File: config.mk
export PLATFORM = sky130hd
export DESIGN_NAME = apu_frame_sequencer
export DESIGN_NICKNAME = d
export VERILOG_FILES = /design/src/rtl/apu_pkg.sv /design/src/rtl/apu_frame_sequencer.sv
export SDC_FILE = /design/constraint.sdc
export NUM_CORES = 1
export LEC_CHECK = 0
export CAP_MARGIN = 40
export CORE_ASPECT_RATIO = 0.75
export CORE_UTILIZATION = 56
export DETAILED_ROUTE_END_ITERATION = 8
export PLACE_DENSITY = 0.79
export RECOVER_POWER = 50
export SLEW_MARGIN = 10
export SYNTH_ARGS = -nofsm -noshare
export SYNTH_HDL_FRONTEND = slang
export SYNTH_SLANG_ARGS = --single-unit
File: constraint.sdc
create_clock -name clk -period 2.1 [get_ports clk]
set_input_delay 0.42 -clock clk [delete_from_list [all_inputs] [get_ports clk]]
set_output_delay 0.42 -clock clk [all_outputs]
set_load 0.01 [all_outputs]
File: src/rtl/apu_pkg.sv
// Shared APU constants: frame-sequencer step cycles, mode encoding, $4017 layout.
package apu_pkg;

   // Default CPU-cycle counts at which each frame-sequencer step fires
   localparam int Q1_CYCLE_DEF    = 7457;
   localparam int Q2_CYCLE_DEF    = 14913;
   localparam int Q3_CYCLE_DEF    = 22371;
   localparam int Q4_CYCLE_DEF    = 29829;
   localparam int Q5_CYCLE_DEF    = 37281;
   localparam int WRITE_DELAY_DEF = 3;

   // Sequencer mode encoding
   localparam logic MODE_4STEP = 1'b0;
   localparam logic MODE_5STEP = 1'b1;

   // $4017 bit positions
   localparam int R4017_MODE_BIT = 7;
   localparam int R4017_INH_BIT  = 6;

   // Pending-write tracker states
   typedef enum logic {
      ST_IDLE    = 1'b0,
      ST_PENDING = 1'b1
   } wr_state_e;

endpackage

File: src/rtl/apu_frame_sequencer.sv
// APU frame sequencer: counts CPU cycles, emits quarter/half-frame strobes,
// owns the frame IRQ and applies $4017 writes after a short delay.
module apu_frame_sequencer
   import apu_pkg::*;
#(
   parameter int Q1_CYCLE    = Q1_CYCLE_DEF,
   parameter int Q2_CYCLE    = Q2_CYCLE_DEF,
   parameter int Q3_CYCLE    = Q3_CYCLE_DEF,
   parameter int Q4_CYCLE    = Q4_CYCLE_DEF,
   parameter int Q5_CYCLE    = Q5_CYCLE_DEF,
   parameter int WRITE_DELAY = WRITE_DELAY_DEF
) (
   input  logic       clk,
   input  logic       reset,
   input  logic       iCpu_ce,
   input  logic       iWrite,
   input  logic [7:0] iData,
   input  logic       iStatus_read,
   output logic       oQuarter_clk,
   output logic       oHalf_clk,
   output logic       oIrq,
   output logic       oMode
);

   localparam logic [15:0] Q1   = 16'(Q1_CYCLE);
   localparam logic [15:0] Q2   = 16'(Q2_CYCLE);
   localparam logic [15:0] Q3   = 16'(Q3_CYCLE);
   localparam logic [15:0] Q4   = 16'(Q4_CYCLE);
   localparam logic [15:0] Q4M1 = 16'(Q4_CYCLE - 1);
   localparam logic [15:0] Q5   = 16'(Q5_CYCLE);
   localparam logic [1:0]  DLY  = 2'(WRITE_DELAY);

   logic [15:0] cnt;
   logic        mode, inhibit, irq, wrapped;
   logic        quarter_q, half_q;

   wr_state_e   state, state_nxt;
   logic [1:0]  dly, dly_nxt;
   logic        lat_mode, lat_mode_nxt, lat_inh, lat_inh_nxt;
   logic        apply;

   logic [15:0] last_step;
   logic        at_last, hit_q, hit_h, irq_set, wr_inh;

   // Only bits 7:6 of $4017 matter here
   logic unused_data;
   assign unused_data = ^iData[5:0];

   // Pending-write registers
   always_ff @(posedge clk) begin
      if (reset) begin
         state    <= ST_IDLE;
         dly      <= '0;
         lat_mode <= MODE_4STEP;
         lat_inh  <= 1'b0;
      end else begin
         state    <= state_nxt;
         dly      <= dly_nxt;
         lat_mode <= lat_mode_nxt;
         lat_inh  <= lat_inh_nxt;
      end
   end

   // Pending-write next state: a new write always (re)starts the delay,
   // so a write landing on the would-be apply cycle postpones the apply
   always_comb begin
      state_nxt    = state;
      dly_nxt      = dly;
      lat_mode_nxt = lat_mode;
      lat_inh_nxt  = lat_inh;
      apply        = 1'b0;
      if (iCpu_ce) begin
         if (iWrite) begin
            lat_mode_nxt = iData[R4017_MODE_BIT];
            lat_inh_nxt  = iData[R4017_INH_BIT];
            state_nxt    = ST_PENDING;
            dly_nxt      = DLY;
         end else if (state == ST_PENDING) begin
            if (dly == 2'd1) begin
               apply     = 1'b1;
               state_nxt = ST_IDLE;
               dly_nxt   = '0;
            end else begin
               dly_nxt   = dly - 2'd1;
            end
         end
      end
   end

   // Step decode on the current count under the current mode
   always_comb begin
      last_step = (mode == MODE_5STEP) ? Q5 : Q4;
      at_last   = (cnt == last_step);
      hit_q     = (cnt == Q1) || (cnt == Q2) || (cnt == Q3) || at_last;
      hit_h     = (cnt == Q2) || at_last;
      irq_set   = (mode == MODE_4STEP) && !inhibit &&
                  ((cnt == Q4M1) || (cnt == Q4) || ((cnt == 16'd0) && wrapped));
      wr_inh    = iWrite && iData[R4017_INH_BIT];
   end

   // Counter, strobes, mode and IRQ; strobes default low so they stay one clk wide
   always_ff @(posedge clk) begin
      if (reset) begin
         cnt       <= '0;
         mode      <= MODE_4STEP;
         inhibit   <= 1'b0;
         wrapped   <= 1'b0;
         irq       <= 1'b0;
         quarter_q <= 1'b0;
         half_q    <= 1'b0;
      end else begin
         quarter_q <= 1'b0;
         half_q    <= 1'b0;
         if (iCpu_ce) begin
            if (apply) begin
               // Apply suppresses any step strobe; only 5-step mode pulses here
               cnt       <= '0;
               wrapped   <= 1'b0;
               mode      <= lat_mode;
               inhibit   <= lat_inh;
               quarter_q <= (lat_mode == MODE_5STEP);
               half_q    <= (lat_mode == MODE_5STEP);
            end else begin
               quarter_q <= hit_q;
               half_q    <= hit_h;
               wrapped   <= at_last && (mode == MODE_4STEP);
               cnt       <= at_last ? 16'd0 : cnt + 16'd1;
            end
            // Inhibit write beats set; set beats status read
            if (wr_inh)
               irq <= 1'b0;
            else if (irq_set)
               irq <= 1'b1;
            else if (iStatus_read)
               irq <= 1'b0;
         end
      end
   end

   assign oQuarter_clk = quarter_q;
   assign oHalf_clk    = half_q;
   assign oIrq         = irq;
   assign oMode        = mode;

endmodule

==> results of run 1 <==
-- layout make-up --
type,count,area (µm²),area share (%)
clock inverters,1,5.005,0.2594
inverters,6,22.52,1.167
clock buffers,3,41.29,2.140
well taps,36,45.04,2.335
multi-input cells,153,1025,53.11
repair buffers,30,250.2,12.97
flip-flops and latches,27,540.5,28.02
-- logic make-up after synthesis --
group                      after synthesis
buffers and inverters                   21
and+or+nand+nor                        103
DFF                                     27
adders and majority gates                4
AOI/OAI and AO/OA                       43
xor gates and xnor gates                 3
-- timing repair --
item | CTS | global route
gates resized for setup | 0 | 2
hold endpoints to repair | 0 | 0
buffers inserted | 0 | 4
setup endpoints to repair | 0 | 5
-- cells in the final DEF, fill, tap and decap left out, types with 3 or more instances in the layout --
| cell type | Yosys | final |
|---|---|---|
| nor3_1 | 8 | 8 |
| and2_1 | 4 | 4 |
| nor2_1 | 17 | 17 |
| nand4_1 | 8 | 8 |
| o21ai_0 | 3 | 3 |
| ha_1 | 4 | 4 |
| nor4_1 | 3 | 3 |
| inv_1 | 5 | 5 |
| a21oi_1 | 12 | 12 |
| o311ai_0 | 3 | 3 |
| dlygate4sd3_1 | 0 | 5 |
| dfxtp_1 | 27 | 27 |
| clkdlybuf4s50_1 | 0 | 5 |
| buf_4 | 3 | 17 |
| clkbuf_8 | 0 | 3 |
| a22o_1 | 4 | 4 |
| nand2_1 | 22 | 22 |
| o21a_1 | 4 | 4 |
| nor3b_1 | 4 | 4 |
| nand2b_1 | 3 | 3 |
| nand3_1 | 11 | 11 |
-- state kept, by name, indices dropped and copies added (netlist names) --
signal / flops
oHalf_clk: 1
wrapped: 1
inhibit: 1
oIrq: 1
lat_mode: 1
state: 1
oQuarter_clk: 1
oMode: 1
lat_inh: 1
cnt: 16
dly: 2
-- cell usage after synthesis, drive strengths merged, types with 6 or more instances --
cell and count:
buf 11, nand3 12, nand4 10, nor3 8, a21oi 12, nor2 17, nand2 22, dfxtp 27
inv 6
-- report_power, final --
group          internal [mW]  switching, mW  leakage (nW)
clock                  0.134          0.175        0.0255
sequential             0.532         0.0200         0.219
combinational         0.0826         0.0974         0.446
total                  0.749          0.292         0.690
-- stage by stage --
step	setup TNS (ns)	cells	hold slack (ns)
4_1_cts	0	252	0.4684
6_report	0	256	0.4745
2_1_floorplan	0	201	0.4364
5_1_grt	-0.01281	256	0.5059
3_5_place_dp	-0.2121	248	0.4524
3_3_place_gp	-0.07553	248	0.4462
-- layer usage --
metal	global-route usage, %	wire, µm	up-vias
met4	6.522	40	0
met5	0	0	-
li1	-	-	784
met1	42.18	1999	755
met2	43.13	1931	73
met3	8.102	386	8
-- worst max path at each step --
stage,endpoint,cells after the start,slack (ns),from
floorplan,cnt[13]$_SDFFE_PP0P_,7,0.33,cnt[1]$_SDFFE_PP0P_
global placement,cnt[12]$_SDFFE_PP0P_,6,-0.02,iWrite
detailed placement,cnt[15]$_SDFFE_PP0P_,6,-0.08,iWrite
CTS,cnt[15]$_SDFFE_PP0P_,6,0.009,cnt[8]$_SDFFE_PP0P_
global route,cnt[14]$_SDFFE_PP0P_,7,-0.01,cnt[0]$_SDFFE_PP0P_
finish,cnt[13]$_SDFFE_PP0P_,8,0.08,cnt[1]$_SDFFE_PP0P_
==> impl_results.md, run 1 <==
- Critical Path AT: 2.24 ns
- Diodes inserted: 0
- H-tree levels: 1
- Final Power: 1.041 mW
- Num CTS Buffers: 3
- CP max stage delay: 0.50 ns
- Crit start category: flip-flop
- Die Wd: 65.32 µm
- Final period utilization: 96.42%
- Total track usage: 29.27%
- Reg2Reg Depth: 8
- Post-synthesis sequential area ratio: 32.10%
- Worst Hold Launch: dly[0]$_SDFFE_PP0P_
- Core ar.: 2723 µm²
- Nets: 238
- Top_reg_cell synth: dfxtp_1
- Max-slew violations: 0
- Min-delay worst type: flip-flop to flip-flop
- Setup Crit Path Kind: flip-flop to flip-flop
- Post-DP Area: 1853 µm²
- Flop-to-flop setup slack: 0.08 ns
- Cells after Synth: 201
- Power Density: 539.6 nW/µm²
- Final Util: 70.86%
- Worst-Skew Late Latency: 0.28 ns
- Initial core utilization: 61.86%
- Die Area: 3233 µm²
- Fillcell total: 242
- Data required time of the worst path: 2.32 ns
- Die H: 49.49 µm
- # port buffers: 10
- Worst r2r dst: cnt[13]$_SDFFE_PP0P_
- Post-DRT Antenna Nets: 0
- Critical-path maximum fanout: 15
- WL per Instance: 17.02 µm
- Area grow syn2layout: 14.56%
- Final WS setup: 0.07508 ns
- Minimum clock period: 2.025 ns
- Clock Path Buffers: 2
- Via/cell ratio: 6.328
- Hold path endpoint: dly[0]$_SDFFE_PP0P_
- Crit-path cells: inv_1 > ha_1 > and3_1 > nand4_2 > a22oi_4 > buf_8 > or4_1 > a31oi_1
- Vias: 1620
- Post-placement setup slack: -0.07520 ns
- Simple logic cell fraction of the synthesized area: 36.63%
- Leakage Power: 0.6903 nW
- Post-synthesis compound-gate area fraction: 19.69%
- Clock skew: 0.004158 ns
- CP top delay family: simple AND/OR/NAND/NOR gates
- Yosys reg bits: 27
- Share of the synthesized area in the top cell type: 32.10%
- Final Setup Violations: 0
- Drt pass-1 iters: 4
- Fraction of layout cells with a size suffix above 1: 15.00%
- Worst Setup End Kind: flip-flop
- FMAX: 493.8 MHz
- Largest net degree at the start of global routing: 18
- Remaining DRCs: 0
- Core Rows: 16
- Largest family of logic cells by synthesized area: simple AND/OR/NAND/NOR gates
- Top cells by area, synth: dfxtp_1 32%, nand2_1 4.9%, nor2_1 3.8%
- Adder-cell share of the synthesized area: 2.972%
- Initial antenna violation count: 0
- Worst path slowest cell: or4_1
- Number of warnings issued by yosys: 0
- Grt total ovfl: 0
- First-pass GRT wire length: 7196 µm
- Leading area contributor after synthesis: dfxtp_1
- IO Pins: 17
- Final hold vios: 0
- CTS Hold Bufs: 0
- CTS tree: built
- Clk slew on worst S/H paths: 0.10 ns
- Worst Hold Depth: 1
- Proportion of synthesized area in mux cells: 0%
- Yosys cell types: 57
- HPWL Detailed: 3198 µm
- Syn_nets: 218
- Synth Area in XOR/XNOR: 1.560%
- Max capacitance violation total: 0
- Final Routed Wirelength: 4357 µm
- Post-synth EDFFs: 0
- CTS Root Buffer Type: clkbuf_8
- Average size of a mapped cell: 8.379 µm²
- Max IR drop VDD: 551.2 µV
- Worst r2r src: cnt[1]$_SDFFE_PP0P_
- Clock tree sinks: 27
- GP Congestion: 0.9439
- Vias in the first global route: 1480
- Fin area: 1929 µm²
- Netlist Area Pre-Place: 1684 µm²
- Async set-reset flop share out of synthesis: 0%
- Normalized max-slew margin: 69.29%
- Status: finished, final reports clean
- Worst-Margin Slew: 0.4589 ns
- Initial drt markers: 213
- Worst Path Buf+Inv: 2
No activity file was read; power rests on OpenSTA's default activity.
==> run 2, diff against run 1 <==
SLEW_MARGIN = 40   (was 10)
==> results of run 2 <==
The final DEF is identical to that of run 1; final timing and power are the same.
==> run 3, diff against run 2 <==
REMOVE_ABC_BUFFERS = 1   (was unset)
==> run 3 against run 2 <==
  * Critical path type unchanged
  * Global-route usage down 1.8 points
  * Cell count down 1.2%
  * Largest power group unchanged
  * Via count down 0.68%
  * Sequential share of layout area up 0.47 points
  * Wire length down 5.4%
  * Power down 2.1%
==> impl_results.md, run 3 (same netlist as run 1, synthesis figures left out) <==
- Status: finished, final reports clean
- Vias: 1609
- H-tree levels: 1
- Placed cells: 249
- Flop-to-flop setup slack: 0.12 ns
- Core Rows: 16
- Drt pass-1 iters: 4
- Max IR drop VDD: 442.5 µV
- Worst-Margin Slew: 0.4422 ns
- Setup Crit Path Kind: flip-flop to flip-flop
- Data required time of the worst path: 2.26 ns
- GP Congestion: 0.9827
- Critical Path AT: 2.15 ns
- CTS tree: built
- Non-filler cells, final: 253
- CTS Root Buffer Type: clkbuf_8
- Final Routed Wirelength: 4121 µm
- Clock skew: 0.004105 ns
- Fraction of layout cells with a size suffix above 1: 14.29%
- Final Setup Violations: 0
- Initial antenna violation count: 0
- Vias in the first global route: 1458
- Normalized max-slew margin: 70.41%
- Unrepaired setup endpoints after global routing: false
- Worst Path Buf+Inv: 1
- Final TNS setup: 0 ns
- Via/cell ratio: 6.360
- Clock Path Buffers: 2
- Worst-Skew Late Latency: 0.27 ns
- Final period utilization: 94.50%
- Total track usage: 27.44%
- Power Density: 536.0 nW/µm²
- Core ar.: 2723 µm²
- Largest net degree at the start of global routing: 17
- Fillcell total: 224
- # port buffers: 10
- Crit-path cells: nor4bb_1 > nand4_2 > a22oi_4 > buf_4 > nor4bb_1 > a221o_1
- Clock tree sinks: 27
- Largest registers: cnt x16, dly x2
- Worst Hold Launch: oIrq$_SDFFE_PP0P_
- First-pass GRT wire length: 6789 µm
- Diodes inserted: 0
- Nets: 235
- Max-slew violations: 0
- FMAX: 503.9 MHz
- HPWL Detailed: 3149 µm
- Area grow syn2layout: 12.93%
- Hold path endpoint: oIrq$_SDFFE_PP0P_
- Remaining DRCs: 0
- Leakage Power: 0.6711 nW
- Largest register FFs: 16
- CP top delay family: simple AND/OR/NAND/NOR gates
- WL per Instance: 16.29 µm
- Die Area: 3233 µm²
- Biggest register: cnt
- Worst r2r src: cnt[8]$_SDFFE_PP0P_
- Crit start category: flip-flop
- Commonest cells after routing, fill and taps aside: 26 x dfxtp_1, 22 x nand2_1, 17 x nor2_1, 15 x buf_4, 12 x a21oi_1
- Max capacitance violation total: 0
- Die H: 49.49 µm
- Fin area: 1902 µm²
- Commonest non-fill, non-tap cell in the layout: dfxtp_1
- IO Pins: 17
- Worst path slowest cell: dfxtp_1
- Initial core utilization: 61.86%
- Post-DRT Antenna Nets: 0
- Min-delay worst type: flip-flop to flip-flop
- Clk slew on worst S/H paths: 0.09 ns
- Final Util: 69.85%
- CTS Hold Bufs: 0
- Final hold vios: 0
- Post-DP Area: 1861 µm²
- Die Wd: 65.32 µm
- Minimum clock period: 1.985 ns
- CP max stage delay: 0.50 ns
- Worst Hold Depth: 2
- Worst r2r dst: cnt[11]$_SDFFE_PP0P_
- Worst Setup End Kind: flip-flop
- Most frequent CP cell: nor4bb_1
- Num CTS Buffers: 3
- Critical-path maximum fanout: 16
- Grt total ovfl: 0
- Initial drt markers: 153
- Reg2Reg Depth: 6
-- run 3: cell types whose count changed in the layout (fill, tap and decap cells not counted), sizes merged --
cell,before,now
buf,18,15
clkbuf,5,6
clkinv,2,0
inv,5,6
-- run 3: worst register-to-register path, cell delays in order, from the launching register on --
cell	delay (ns)
dfxtp_1	0.50
nor4bb_1	0.39
nand4_2	0.20
a22oi_4	0.20
buf_4	0.25
nor4bb_1	0.09
a221o_1	0.26
-- run 3: what timing repair did --
action / 4_1_cts / 5_1_grt
resized for setup: 0 / 2
endpoints found under the setup margin: 0 / 1
setup buffers: 0 / 0
-- run 3: area by class of cell --
type | count | area [µm²] | share of cell area (%)
Timing Repair Buffer | 27 | 220.2 | 11.58
Inverter | 6 | 22.52 | 1.184
Tap cell | 36 | 45.04 | 2.368
Multi-Input combinational cell | 153 | 1027 | 54.01
Sequential cell | 27 | 541.8 | 28.49
Clock buffer | 4 | 45.04 | 2.368
-- run 3: metal layers --
| layer | part of all wire, % | track usage, % | vias to the layer above |
|---|---|---|---|
| li1 | - | - | 774 |
| met2 | 44 | 42.96 | 62 |
| met1 | 46 | 37.39 | 763 |
| met4 | 1.7 | 6.159 | 0 |
| met3 | 7.6 | 7.407 | 10 |
| met5 | 0 | 0 | - |
-- run 3: worst max-delay path by stage --
stage | slack (ns) | depth (start not counted) | startpoint | to
detailed placement | -0.12 | 6 | iWrite | cnt[12]$_SDFFE_PP0P_
finish | 0.12 | 6 | cnt[8]$_SDFFE_PP0P_ | cnt[11]$_SDFFE_PP0P_
CTS | 0.05 | 8 | cnt[1]$_SDFFE_PP0P_ | cnt[13]$_SDFFE_PP0P_
global route | 0.02 | 5 | cnt[3]$_SDFFE_PP0P_ | cnt[13]$_SDFFE_PP0P_
global placement | -0.06 | 6 | iWrite | cnt[12]$_SDFFE_PP0P_
floorplan | 0.08 | 6 | cnt[0]$_SDFFE_PP0P_ | cnt[11]$_SDFFE_PP0P_
-- run 3: power breakdown --
| part | internal [mW] | leakage, nW | switching, mW |
|---|---|---|---|
| clock | 0.136 | 0.0228 | 0.156 |
| combinational | 0.0826 | 0.429 | 0.0916 |
| sequential | 0.533 | 0.220 | 0.0209 |
| total | 0.751 | 0.671 | 0.268 |
-- run 3: through the flow --
step	power [mW]	worst slack (ns)	hold WS [ns]
detailed placement	0.7365	-0.1232	0.4579
floorplan	0.6619	0.07595	0.4304
global route	1.071	0.02102	0.4994
finish	1.019	0.1155	0.4784
global placement	0.7291	-0.05736	0.4475
CTS	1.027	0.05179	0.4712
